$ cat src/rtl/jar_pi_streamer.sv
// jar_pi_streamer: walks an index through an external BCD digit ROM and presents each digit
// for HOLD cycles, then GAP blank cycles. Define JAR_PI_DP_MARK_EN to light dp on index 0.
module jar_pi_streamer #(
  parameter int INDEX_W = 10,
  parameter int DIGITS  = 1000,
  parameter int LOAD_W  = 5,
  parameter int HOLD    = 4,
  parameter int GAP     = 1,
  parameter int ROM_LAT = 0
) (
  input  logic               clk,
  input  logic               reset_n,
  input  logic               stream,
  input  logic               step,
  input  logic               load,
  input  logic [LOAD_W-1:0]  load_data,
  output logic [INDEX_W-1:0] rom_addr,
  input  logic [3:0]         rom_data,
  output logic [3:0]         digit,
  output logic               digit_valid,
  output logic               wrap,
  output logic               dp
);

  // state    | meaning
  // ST_IDLE  | waiting; load shifts the index, stream/step start a digit
  // ST_FETCH | ROM_LAT+1 cycles with rom_addr stable, digit captured on the last one
  // ST_SHOW  | digit presented with digit_valid for HOLD cycles
  // ST_GAP   | blank code for GAP cycles so repeated digits stay distinguishable
  typedef enum logic [1:0] {ST_IDLE, ST_FETCH, ST_SHOW, ST_GAP} state_t;

  localparam int FETCH_N = ROM_LAT;
  localparam int HOLD_N  = (HOLD > 0) ? HOLD - 1 : 0;
  localparam int GAP_N   = (GAP > 0) ? GAP - 1 : 0;
  localparam int MAX_A   = (FETCH_N > HOLD_N) ? FETCH_N : HOLD_N;
  localparam int CNT_MAX = (MAX_A > GAP_N) ? MAX_A : GAP_N;
  localparam int CNT_W   = (CNT_MAX < 1) ? 1 : $clog2(CNT_MAX + 1);

  localparam logic [CNT_W-1:0]   FETCH_LD = CNT_W'(FETCH_N);
  localparam logic [CNT_W-1:0]   HOLD_LD  = CNT_W'(HOLD_N);
  localparam logic [CNT_W-1:0]   GAP_LD   = CNT_W'(GAP_N);
  localparam logic [INDEX_W:0]   DIGITS_X = (INDEX_W + 1)'(DIGITS);
  localparam logic [INDEX_W-1:0] LAST_IDX = INDEX_W'(DIGITS - 1);
  localparam logic [3:0]         BLANK    = 4'hF;

  state_t             state;
  logic [INDEX_W-1:0] index;
  logic [CNT_W-1:0]   cnt;

  assign rom_addr = index;

  always_ff @(posedge clk) begin
    if (!reset_n) begin
      state       <= ST_IDLE;
      index       <= '0;
      cnt         <= '0;
      digit       <= BLANK;
      digit_valid <= 1'b0;
      wrap        <= 1'b0;
    end else begin
      wrap <= 1'b0;
      case (state)
        ST_IDLE: begin
          if (load) begin
            index <= {load_data, index[INDEX_W-1:LOAD_W]};
          end else if (stream || step) begin
            state <= ST_FETCH;
            cnt   <= FETCH_LD;
            if ({1'b0, index} >= DIGITS_X) index <= '0;
          end
        end
        ST_FETCH: begin
          if (cnt == '0) begin
            digit       <= rom_data;
            digit_valid <= 1'b1;
            state       <= ST_SHOW;
            cnt         <= HOLD_LD;
          end else begin
            cnt <= cnt - 1'b1;
          end
        end
        ST_SHOW: begin
          if (cnt == '0) begin
            digit       <= BLANK;
            digit_valid <= 1'b0;
            if (index == LAST_IDX) begin
              index <= '0;
              wrap  <= 1'b1;
            end else begin
              index <= index + 1'b1;
            end
            if (GAP > 0) begin
              state <= ST_GAP;
              cnt   <= GAP_LD;
            end else if (stream) begin
              state <= ST_FETCH;
              cnt   <= FETCH_LD;
            end else begin
              state <= ST_IDLE;
              cnt   <= '0;
            end
          end else begin
            cnt <= cnt - 1'b1;
          end
        end
        ST_GAP: begin
          if (cnt == '0) begin
            if (stream) begin
              state <= ST_FETCH;
              cnt   <= FETCH_LD;
            end else begin
              state <= ST_IDLE;
              cnt   <= '0;
            end
          end else begin
            cnt <= cnt - 1'b1;
          end
        end
        default: state <= ST_IDLE;
      endcase
    end
  end

`ifdef JAR_PI_DP_MARK_EN
  // dp tracks the index captured with the digit, so it stays put while the index advances
  logic dp_q;
  always_ff @(posedge clk) begin
    if (!reset_n) begin
      dp_q <= 1'b0;
    end else if (state == ST_FETCH && cnt == '0) begin
      dp_q <= (index == '0);
    end else if (state == ST_SHOW && cnt == '0) begin
      dp_q <= 1'b0;
    end
  end
  assign dp = dp_q;
`else
  assign dp = 1'b0;
`endif

endmodule

$ cat config.mk
export PLATFORM = sky130hd
export DESIGN_NAME = jar_pi_streamer
export DESIGN_NICKNAME = d
export VERILOG_FILES = /design/src/rtl/jar_pi_streamer.sv
export SDC_FILE = /design/constraint.sdc
export NUM_CORES = 1
export LEC_CHECK = 0
export CAP_MARGIN = 20
export CORE_UTILIZATION = 53
export DETAILED_ROUTE_END_ITERATION = 10
export GPL_ROUTABILITY_DRIVEN = 0
export PLACE_DENSITY = 0.84
export REMOVE_ABC_BUFFERS = 1
export SLEW_MARGIN = 10
export SYNTH_ARGS = -nofsm -noshare
export SYNTH_HDL_FRONTEND = slang
export SYNTH_SLANG_ARGS = --single-unit
$ cat constraint.sdc
create_clock -name clk -period 5.2 [get_ports clk]
set_clock_uncertainty 0.05 [all_clocks]
set_input_delay 0.78 -clock clk [delete_from_list [all_inputs] [get_ports clk]]
set_output_delay 0.78 -clock clk [all_outputs]
set_load 0.05 [all_outputs]
==> metrics.md <==
| Metric | Value |
|---|---|
| Cell Area, Synth | approximately 1300 sq um |
| CTS clock-pin slew for the worst setup and hold paths | between 0.1 and 0.15 ns |
| Pwr per Cell Area | 536.8 nW/um^2 |
| Yosys warning total | 0 |
| Pre-CTS WS | between 2 and 2.5 ns |
| Layout cells sized above 1 | 6.780% |
| Antenna violations before repair | 0 |
| TritonCTS buffer count | 3 |
| Synth top cells by count | dfxtp_1 (20), nand2_1 (19), ha_1 (9), inv_1 (9) |
| Internal power | 0.0004270 W |
| CP Class | primary input to flip-flop |
| Postcts setup bufs | 0 |
| Final Max Slew Viols | 0 |
| RSZ-0062 raised after global routing | no |
| Lkg Pwr | 0.5818 nW |
| Tmin final | roughly 2.8 ns |
| H-tree depth | 1 |
| Crit start category | primary input |
| CP Capture Type | flip-flop |
| Reg-to-reg startpoint | state[0]$_SDFFE_PN0P_ |
| # nets final | 201 |
| Vias | 1346 |
| Synth unique cells | 53 |
| Vias in the first global route | 1184 |
| Combinational cell fraction of total power | 60.6% |
| # setup viols final | 0 |
| Global router's overall resource usage | 26.67% |
| Starting density of the core | between 50% and 60% |
| Via/cell ratio | 6.566 |
| Number of enable flip-flop cells after synthesis | 0 |
| Clock sinks | 20 |
| Worst path required time | 5.32 ns |
| VDD IR max | just over 0.4 mV |
| Core ar. | 2276 sq um |
| Met3 Usage GRT | 4.678% |
| Most numerous cell in the Yosys netlist | dfxtp_1 |
| Post_cts resized | 0 |
| Grt met2 use | 41.24% |
| Total wire length | between 3000 and 4000 um |
| Die width | 52.03 um |
| Flop pwr share | between 20 and 30% |
| Relative slew slack | about 48% |
| GRT overflow | 0 |
| DRC | 0 |
| Die outline area | 2707 sq um |
| N_diodes | 0 |
| First-pass GRT wire length | 5409 um |
| Maximum capacitance violations | 0 |
| IO Pins | 31 |
| GRT met1 Usage | 36.09% |
| Worst Setup SP | stream |
| Clock Root Buffer | clkbuf_4 |
| Ranking of synthesized cells by area | dfxtp_1 (30%), ha_1 (8.5%), nand2_1 (5.4%), a211oi_1 (4.0%), buf_6 (3.4%) |
| Biggest fanout along the worst timing path | 11 |
| Gr busiest metal | met2 |
| Clk_lat worst skew | 0.30 ns |
| Filler cells | 187 |
| Fin crit share | 54.16% |
| Final WS setup | 2.384 ns |
| Setup tns final | 0 ns |
| FF+latch count, synth | 20 |
| PortBufs | 29 |
| Gate Count Post-Synth | ~150 |
| Row count | 17 |
| Area Overhead vs Synth | 21.23% |
| Leading area contributor after synthesis | dfxtp_1 |
| Hold WS | 0.4512 ns |
| Hold path startpoint | digit_valid$_SDFFE_PN0P_ |
| Arrival time at the worst endpoint | 2.94 ns |
| Pre-antenna DRT Iters | 4 |
| Final Non-Filler Cells | 205 |
| Dpl cells | 201 |
| Asr flop ratio synth | 0% |
| Status | completed |
| Main synth FF type | dfxtp_1 |
| Hold_buf cts | 0 |
| Initial drt markers | 77 |
| Worst slew pin tran | 0.7818 ns |
| Switching Share | 50.53% |
| Post-synthesis sequential area ratio | approximately 30% |
| Die height | 52.03 um |
| Wire per inst | 16.29 um |
| Switching power | 0.0004361 W |
| Post-DP HPWL | ~2300 um |
| F_max | 0.3551 GHz |
| Syn_area_per_cell | slightly below 9 sq um |
| Routed Antenna Nets | 0 |
| Power share of the clock group | 10.9% |
| Synth top area share | 30.19% |
| TritonCTS clock tree | built |
| Hold Path Class | flip-flop to flip-flop |
| Largest net degree at the start of global routing | 17 |
| Worst-case clock buffer depth | 2 |
| Fin. Hold Viols | 0 |
==> worst paths after layout <==
| check | endpoint | slack [ns] | cells past startpoint |
|---|---|---|---|
| max | rom_addr[4]$_SDFFE_PN0P_ | 2.38 | 5 |
| min reg2reg | digit_valid$_SDFFE_PN0P_ | 0.45 | 2 |
| max reg2reg | rom_addr[4]$_SDFFE_PN0P_ | 2.65 | 6 |
| min | digit_valid$_SDFFE_PN0P_ | 0.45 | 2 |
==> power by group through the flow <==
stage / registers, W / clock network [W] / logic, W
5_1_grt: 0.000251 / 0.000102 / 0.000558
2_1_floorplan: 0.000338 / 0 / 0.000265
6_report: 0.000246 / 0.0000943 / 0.000523
4_1_cts: 0.000244 / 0.0000941 / 0.000514
3_3_place_gp: 0.000245 / 0 / 0.000501
3_5_place_dp: 0.000248 / 0 / 0.000512
==> through the flow <==
step                      cell area [sq um]  util [%]  total power, W
final                                  1608     70.64       0.0008631
after global placement                 1572     69.05       0.0007459
after detailed placement               1572     69.05       0.0007595
after floorplan                        1239         -       0.0006029
after global routing                   1608     70.64       0.0009115
after CTS                              1608     70.64       0.0008525
==> layout make-up <==
class                   instances  area [sq um]  area share (%)
inverters                       9         33.78           2.101
multi-input cells             114         804.5           50.04
well taps                      28         35.03           2.179
repair buffers                 30         297.8           18.52
flip-flops and latches         20         400.4           24.90
clock buffers                   4         36.28           2.257
==> layout by cell type, fill, tap and decap left out, types with 2 or more instances in the layout <==
cell,n
a2111oi_0,2
a211oi_1,7
a21boi_0,2
a21oi_1,5
a221oi_1,2
a31oi_1,3
and3_1,4
and4_2,2
clkbuf_4,3
clkdlybuf4s50_1,29
dfxtp_1,20
ha_1,9
inv_1,9
nand2_1,19
nand3_1,5
nand4_1,2
nor2_1,7
nor3_1,3
o21a_1,2
o21ai_0,3
o22ai_1,4
o32ai_1,5
==> critical path, cell delays in order <==
cell             delay, ns
clkdlybuf4s50_1       0.46
o22a_1                0.19
a311oi_2              0.71
or2_0                 0.60
o32ai_1               0.19
==> cell families after synthesis <==
logic type,synth area share (%)
buffers and inverters,9.150
AO/OA/AOI/OAI,30.57
multiplexers,0.7547
AND/OR/NAND/NOR,20.57
other,0.2827
adder cells (fa/ha/maj),8.491
flip-flops,30.19
==> state kept, by name, summed over array words and instances, names as in the netlist <==
name and flops:
digit 4, rom_addr 10, wrap 1, cnt 2, state 2, digit_valid 1
==> metal layers <==
| metal | share of wire (%) | up-vias | wire length, um |
|---|---|---|---|
| met2 | 46 | 86 | 1543 |
| met5 | 0 | - | 0 |
| li1 | - | 627 | - |
| met3 | 9.1 | 4 | 303 |
| met4 | 0.63 | 0 | 21 |
| met1 | 44 | 629 | 1472 |
Note: power is estimated with default switching activity, not from simulation.
